--- config.mk ---
export PLATFORM = sky130hd
export DESIGN_NAME = cache_plru_engine
export DESIGN_NICKNAME = d
export VERILOG_FILES = /design/src/rtl/cache_plru_engine.sv
export SDC_FILE = /design/constraint.sdc
export NUM_CORES = 1
export LEC_CHECK = 0
export ABC_AREA = 1
export CAP_MARGIN = 40
export CORE_MARGIN = 2
export CORE_UTILIZATION = 35
export DETAILED_ROUTE_END_ITERATION = 7
export PLACE_DENSITY = 0.6
export REMOVE_ABC_BUFFERS = 1
export SLEW_MARGIN = 20
export SYNTH_ARGS = -nofsm -noshare
export SYNTH_HDL_FRONTEND = slang
export SYNTH_SLANG_ARGS = --single-unit
--- constraint.sdc ---
create_clock -name clk -period 10.16 [get_ports clk]
set_clock_uncertainty 0.05 [all_clocks]
set_input_delay 2.032 -clock clk [delete_from_list [all_inputs] [get_ports clk]]
set_output_delay 2.032 -clock clk [all_outputs]
set_load 0.005 [all_outputs]
--- src/rtl/cache_plru_engine.sv ---
// Tree-PLRU replacement engine: per-set PLRU storage, 2-stage lookup pipeline with
// same-set forwarding, and a clear/flush sequencer. Optional macro PLRU_INVALID_FIRST_EN.
module cache_plru_engine #(
    parameter int WAYS     = 8,
    parameter int WAYS_REP = $clog2(WAYS),
    parameter int SETS     = 64,
    parameter int SET_W    = $clog2(SETS)
) (
    input  logic                clk,
    input  logic                rst,
    input  logic                flush,
    input  logic                req_valid,
    output logic                req_ready,
    input  logic [SET_W-1:0]    req_set,
    input  logic                req_hit,
    input  logic [WAYS_REP-1:0] req_way,
    input  logic [WAYS-1:0]     req_valid_mask,
    output logic                resp_valid,
    output logic [WAYS_REP-1:0] resp_way,
    output logic [SET_W-1:0]    resp_set,
    output logic                busy
);

    localparam int NODES = WAYS - 1;

    localparam logic [0:0] ST_CLEAR = 1'b0;
    localparam logic [0:0] ST_RUN   = 1'b1;

    logic [0:0]          state_reg, state_next;
    logic [SET_W-1:0]    clr_cnt_reg, clr_cnt_next;

    logic                s2_valid_reg;
    logic [SET_W-1:0]    s2_set_reg;
    logic                s2_hit_reg;
    logic [WAYS_REP-1:0] s2_way_reg;

    logic                fwd_reg;
    logic [NODES-1:0]    fwd_bits_reg;
    logic [NODES-1:0]    rd_bits_reg;

    logic [NODES-1:0]    plru_mem [SETS];

    logic                run;
    logic                accept;
    logic [NODES-1:0]    cur_bits;
    logic [NODES-1:0]    upd_bits;
    logic [WAYS-1:0]     victim_oh;
    logic [WAYS_REP-1:0] tree_way;
    logic [WAYS_REP-1:0] miss_way;
    logic [WAYS_REP-1:0] upd_way;

    logic                mem_we;
    logic [SET_W-1:0]    mem_waddr;
    logic [NODES-1:0]    mem_wdata;

    assign run       = (state_reg == ST_RUN);
    assign req_ready = run;
    assign busy      = !run;
    // A request coinciding with flush is dropped; the clear would erase its effect anyway.
    assign accept    = req_valid && run && !flush;

    // ------------------------------------------------------------------
    // Clear / run sequencer
    // ------------------------------------------------------------------
    always_comb begin
        state_next   = state_reg;
        clr_cnt_next = clr_cnt_reg;
        if (flush) begin
            state_next   = ST_CLEAR;
            clr_cnt_next = '0;
        end else if (!run) begin
            if (clr_cnt_reg == SET_W'(SETS - 1)) begin
                state_next   = ST_RUN;
                clr_cnt_next = '0;
            end else begin
                clr_cnt_next = clr_cnt_reg + SET_W'(1);
            end
        end
    end

    always_ff @(posedge clk) begin
        if (rst) begin
            state_reg    <= ST_CLEAR;
            clr_cnt_reg  <= '0;
            s2_valid_reg <= 1'b0;
            s2_set_reg   <= '0;
            s2_hit_reg   <= 1'b0;
            s2_way_reg   <= '0;
            fwd_reg      <= 1'b0;
            fwd_bits_reg <= '0;
        end else begin
            state_reg    <= state_next;
            clr_cnt_reg  <= clr_cnt_next;
            s2_valid_reg <= accept;
            if (accept) begin
                s2_set_reg <= req_set;
                s2_hit_reg <= req_hit;
                s2_way_reg <= req_way;
            end
            // The array read in S1 cannot see the S2 write landing on the same edge.
            fwd_reg      <= accept && s2_valid_reg && (s2_set_reg == req_set);
            fwd_bits_reg <= upd_bits;
        end
    end

    // ------------------------------------------------------------------
    // PLRU storage: one write port (clear or S2 update), registered read
    // ------------------------------------------------------------------
    always_comb begin
        mem_we    = 1'b1;
        mem_waddr = clr_cnt_reg;
        mem_wdata = '0;
        if (run) begin
            mem_we    = s2_valid_reg && !flush;
            mem_waddr = s2_set_reg;
            mem_wdata = upd_bits;
        end
    end

    always_ff @(posedge clk) begin
        if (mem_we) begin
            plru_mem[mem_waddr] <= mem_wdata;
        end
        rd_bits_reg <= plru_mem[req_set];
    end

    assign cur_bits = fwd_reg ? fwd_bits_reg : rd_bits_reg;

    // ------------------------------------------------------------------
    // Victim walk: a way is the victim when every node on its path points at it
    // ------------------------------------------------------------------
    for (genvar gi = 0; gi < WAYS; gi++) begin : g_way
        logic [WAYS_REP-1:0] agree;
        for (genvar gl = 0; gl < WAYS_REP; gl++) begin : g_lvl
            localparam int   ND  = (1 << gl) - 1 + (gi >> (WAYS_REP - gl));
            localparam logic DIR = 1'((gi >> (WAYS_REP - 1 - gl)) & 1);
            assign agree[gl] = (cur_bits[ND] == DIR);
        end
        assign victim_oh[gi] = &agree;
    end

    always_comb begin
        tree_way = '0;
        for (int i = 0; i < WAYS; i++) begin
            if (victim_oh[i]) begin
                tree_way = tree_way | WAYS_REP'(i);
            end
        end
    end

`ifdef PLRU_INVALID_FIRST_EN
    logic [WAYS-1:0] s2_mask_reg;

    always_ff @(posedge clk) begin
        if (rst) begin
            s2_mask_reg <= '1;
        end else if (accept) begin
            s2_mask_reg <= req_valid_mask;
        end
    end

    // Lowest-index invalid way wins over the tree when any way is empty.
    always_comb begin
        miss_way = tree_way;
        if (!(&s2_mask_reg)) begin
            for (int i = WAYS - 1; i >= 0; i--) begin
                if (!s2_mask_reg[i]) begin
                    miss_way = WAYS_REP'(i);
                end
            end
        end
    end
`else
    logic unused_mask;
    assign unused_mask = ^req_valid_mask;
    assign miss_way    = tree_way;
`endif

    assign upd_way = s2_hit_reg ? s2_way_reg : miss_way;

    // ------------------------------------------------------------------
    // Update: nodes on the path of upd_way point away from it
    // ------------------------------------------------------------------
    for (genvar gi = 0; gi < NODES; gi++) begin : g_node
        localparam int LVL = $clog2(gi + 2) - 1;
        localparam int OFF = (1 << LVL) - 1;
        logic on_path;
        assign on_path      = (int'(upd_way >> (WAYS_REP - LVL)) == (gi - OFF));
        assign upd_bits[gi] = on_path ? ~upd_way[WAYS_REP - 1 - LVL] : cur_bits[gi];
    end

    assign resp_valid = s2_valid_reg;
    assign resp_way   = s2_valid_reg ? upd_way : '0;
    assign resp_set   = s2_valid_reg ? s2_set_reg : '0;

endmodule
==> impl_summary.txt <==
----------------------------------------------------
[Logic synthesis]
  Area contributors post-synth ... sky130_fd_sc_hd__edfxtp_1, sky130_fd_sc_hd__nand2_1, sky130_fd_sc_hd__nand3_1, sky130_fd_sc_hd__dfxtp_1, sky130_fd_sc_hd__nor2_1
  Synth Flop Type ... sky130_fd_sc_hd__edfxtp_1
  Most frequent cells after synthesis ... sky130_fd_sc_hd__nand2_1, sky130_fd_sc_hd__edfxtp_1, sky130_fd_sc_hd__nand3_1
  Total of flip-flops plus latches after synthesis ... 481
  Post-Synthesis Cell Area ... 0.0199 mm²
  Share of synthesized area occupied by flip-flops and latches ... 70.9%
  Cell accounting for the most synthesized area ... sky130_fd_sc_hd__edfxtp_1
  Number of instances in the synthesized netlist ... 1803
  Mean cell area of the mapped netlist ... 11.0 µm²
  Leading cell type by number of instances after synthesis ... sky130_fd_sc_hd__nand2_1
  Async set or reset register ratio after synthesis ... 0%
  Number of library cell types mapped by synthesis ... 33
  Number of enable flip-flop cells after synthesis ... 448
  Yosys warns ... 0
  Fraction of post-synthesis cell area in the top cell type by area ... 67.6%

[Run]
  Number of max-capacitance violations reported ... 0

[Clocking]
  Clock insertion delay at the later pin of the skew report ... 0.59 ns
  Max clock buf depth ... 3
  Number of sinks driven by the clock tree ... 481
  Postcts setup bufs ... 0
  Number of buffers created by CTS ... 50
  Clock input transition at the sequential cells of the worst setup and hold paths ... 0.06 ns
  CTS root buf ... sky130_fd_sc_hd__clkbuf_16
  CTS Hold Buffers Added ... 0
  Number of gates resized after cts ... 0
  H-tree depth ... 2
  TritonCTS clock tree ... done

[Global route]
  Antenna violations before repair ... 2
  Leftover overflow at the end of global routing ... 0
  Maximum number of pins on one net before global-route repair ... 75
  First-pass GRT wire length ... 74100 µm
  Global router's overall resource usage ... 16.2%
  Number of global-route vias before repair ... 12800

[Detailed routing]
  WL final ... 48000 µm
  Number of vias per cell after detailed routing ... 5.00
  Via total after detailed routing ... 13000
  DRC viols ... 0
  Average wire per standard cell ... 18.4 µm
  Initial DRC Count ... 996
  ANT nets after route ... 0
  First-pass iteration count of the detailed router ... 5

[Timing]
  Final setup vio count ... 0
  Slew HR ... 41.6%
  Slew @ Worst Pin ... 0.872 ns
  Final Hold Viols ... 0
  Crit path setup slack, layout ... 5.56 ns
  Final Cycle Share ... 45.2%
  Unrepaired setup endpoints after global routing ... no
  Final sum of negative setup slack ... 0 ns
  Maximum achievable frequency ... 0.218 GHz
  Final-report max-slew violation count ... 0
  Shortest clock period the worst path allows after layout ... 4.60 ns

[Die]
  Starting Density ... 35.4%
  Area of the die ... 0.0588 mm²
  Die extent in y ... 242 µm
  Core ar. ... 0.0563 mm²
  Overall die width ... 242 µm
  Core Rows ... 87
  Num ports ... 34

[Power]
  Clk pwr share ... 43.6%
  Proportion of power drawn by flip-flops and latches ... 51.5%
  Power Dens Cells ... 185 mW/mm²
  Switching fraction of total power ... 21.3%
  Leakage power summed over all cells ... 8.52 nW
  Maximum resistive drop on vdd ... 0.129 mV
  Internal power summed over all cells ... 3.28 mW
  Logic gate share of total power ... 4.9%
  Psw ... 0.889 mW

[Final layout]
  Antenna cells ... 0
  Max FFs per register ... 448
  Layout net count ... 1832
  Layout cell share with drive strength beyond 1 ... 6.60%
  Growth of design area from synthesis to finish ... 13.5%

[Worst setup path]
  Reg-to-reg setup timing slack ... 6.54 ns
  Critical path arrival ... 2.51 ns
  Crit path from ... fwd_reg$_SDFF_PP0_
  Worst-path cell with the longest stage delay ... sky130_fd_sc_hd__dfxtp_1
  Most used cell along the critical path ... sky130_fd_sc_hd__nand2_1
  Peak per-stage delay on the critical path ... 0.58 ns
  Number of buffers and inverters on the critical path ... 2
  Worst R2R Start ... req_ready$_SDFF_PP0_
  Largest driver fanout on the critical path ... 13
  Startpoint types ... register
  Critical path cell sequence ... inv_2, nand2_1, nand2_1, nand2_1, nand3_1, nand3_1, nand2_1, nor2_1, clkdlybuf4s50_1
  Family of cells with the greatest summed delay on the critical path ... simple AND/OR/NAND/NOR gates
  Critical Path Sink Type ... primary output
  Critical register-to-register path endpoint ... plru_mem[61][4]$_DFFE_PP_
  Endpoint required time on the critical path ... 8.08 ns
  Critical Path Sink ... resp_way[0]
  FF-to-FF path depth ... 5
  Crit path depth ... 9
  Worst setup path category ... reg -> out

[Placement]
  Worst slack after detailed placement ... 5.17 ns
  HPWL reported at the end of detailed placement ... 27800 µm
  Routability-driven placement congestion ratio ... 0.820
  Total of buffers placed on input and output ports ... 25

[Hold path]
  Number of instances on the worst hold path ... 2
  Min-delay worst type ... reg -> reg

[Status]
  Result of the run ... finished, final reports clean

----------------------------------------------------
## area by class of cell
| class | count | area (µm²) |
|---|---|---|
| Sequential cell | 481 | 14100 |
| Tap cell | 756 | 946 |
| Clock inverter | 24 | 248 |
| Timing Repair Buffer | 55 | 597 |
| Clock buffer | 67 | 1380 |
| Multi-Input combinational cell | 1182 | 5140 |
| Inverter | 39 | 153 |
| Fill cell | 5327 | 33700 |
## routing by layer
metal	global-route usage, %	vias to the layer above	share of wire, %
met5	0	-	0.054
met1	21.1	6301	44
met4	5.90	4	2.9
li1	-	6284	-
met2	26.9	354	48
met3	3.05	86	5.6
## stage by stage
stage,total power [mW],util (%),cell area [µm²],instances,hold WS [ns]
after floorplan,2.29,-,19300,1702,0.420
after global placement,2.38,36.8,20700,2500,0.446
after detailed placement,2.39,37.1,20900,2509,0.464
after CTS,4.20,40.0,22500,2600,0.472
after global routing,4.30,40.1,22600,2604,0.507
final,4.17,40.1,22600,2604,0.469
## how the worst min path moves through the flow
stage / from / endpoint / slack (ns)
6_report: clr_cnt_reg[0]$_SDFFE_PP0N_ / clr_cnt_reg[0]$_SDFFE_PP0N_ / 0.47
5_1_grt: clr_cnt_reg[1]$_SDFFE_PP0N_ / clr_cnt_reg[1]$_SDFFE_PP0N_ / 0.51
4_1_cts: clr_cnt_reg[1]$_SDFFE_PP0N_ / clr_cnt_reg[1]$_SDFFE_PP0N_ / 0.47
3_5_place_dp: clr_cnt_reg[1]$_SDFFE_PP0N_ / clr_cnt_reg[1]$_SDFFE_PP0N_ / 0.46
3_3_place_gp: s2_way_reg[0]$_SDFFE_PP0P_ / s2_way_reg[0]$_SDFFE_PP0P_ / 0.45
2_1_floorplan: s2_way_reg[0]$_SDFFE_PP0P_ / s2_way_reg[0]$_SDFFE_PP0P_ / 0.42
## cells in the final DEF, fill, tap and decap left out, types with 3 or more instances in the layout
cell type and count:
sky130_fd_sc_hd__nand2_1 620, sky130_fd_sc_hd__edfxtp_1 448, sky130_fd_sc_hd__nand3_1 393, sky130_fd_sc_hd__nor2_1 96, sky130_fd_sc_hd__clkbuf_16 53, sky130_fd_sc_hd__inv_1 33, sky130_fd_sc_hd__dfxtp_1 33, sky130_fd_sc_hd__clkdlybuf4s50_1 22
sky130_fd_sc_hd__buf_4 19, sky130_fd_sc_hd__o21ai_0 16, sky130_fd_sc_hd__a21oi_1 14, sky130_fd_sc_hd__clkbuf_1 14, sky130_fd_sc_hd__clkinv_1 11, sky130_fd_sc_hd__nand4_1 9, sky130_fd_sc_hd__nor2_4 7, sky130_fd_sc_hd__buf_6 7
sky130_fd_sc_hd__clkinv_2 5, sky130_fd_sc_hd__o21ai_2 5, sky130_fd_sc_hd__bufinv_16 5, sky130_fd_sc_hd__or2_2 4, sky130_fd_sc_hd__buf_16 4, sky130_fd_sc_hd__xnor2_1 3, sky130_fd_sc_hd__inv_2 3, sky130_fd_sc_hd__clkinvlp_4 3
## cell families (layout without fill, tap and decap cells)
logic type / after synthesis / count (layout) / synth area share [%]
AOI/OAI and AO/OA: 43 / 43 / 1.25
xor gates and xnor gates: 4 / 4 / 0.176
adders and majority gates: 1 / 1 / 0.0629
buffers and inverters: 140 / 185 / 3.49
DFF: 481 / 481 / 70.9
and+or+nand+nor: 1134 / 1134 / 24.1
## worst min-delay path, cell delays in order, from the launching register on
cell and delay [ns]:
sky130_fd_sc_hd__dfxtp_1 0.32, sky130_fd_sc_hd__nor2_1 0.10, sky130_fd_sc_hd__nor3_1 0.05
## power groups by stage
stage / Clock [mW] / Sequential [mW] / Combinational [mW]
finish: 1.82 / 2.15 / 0.204
global route: 1.93 / 2.15 / 0.224
CTS: 1.85 / 2.15 / 0.201
floorplan: 0 / 2.19 / 0.105
global placement: 0 / 2.19 / 0.194
detailed placement: 0 / 2.19 / 0.200
Power figures use the tool's default switching activity.
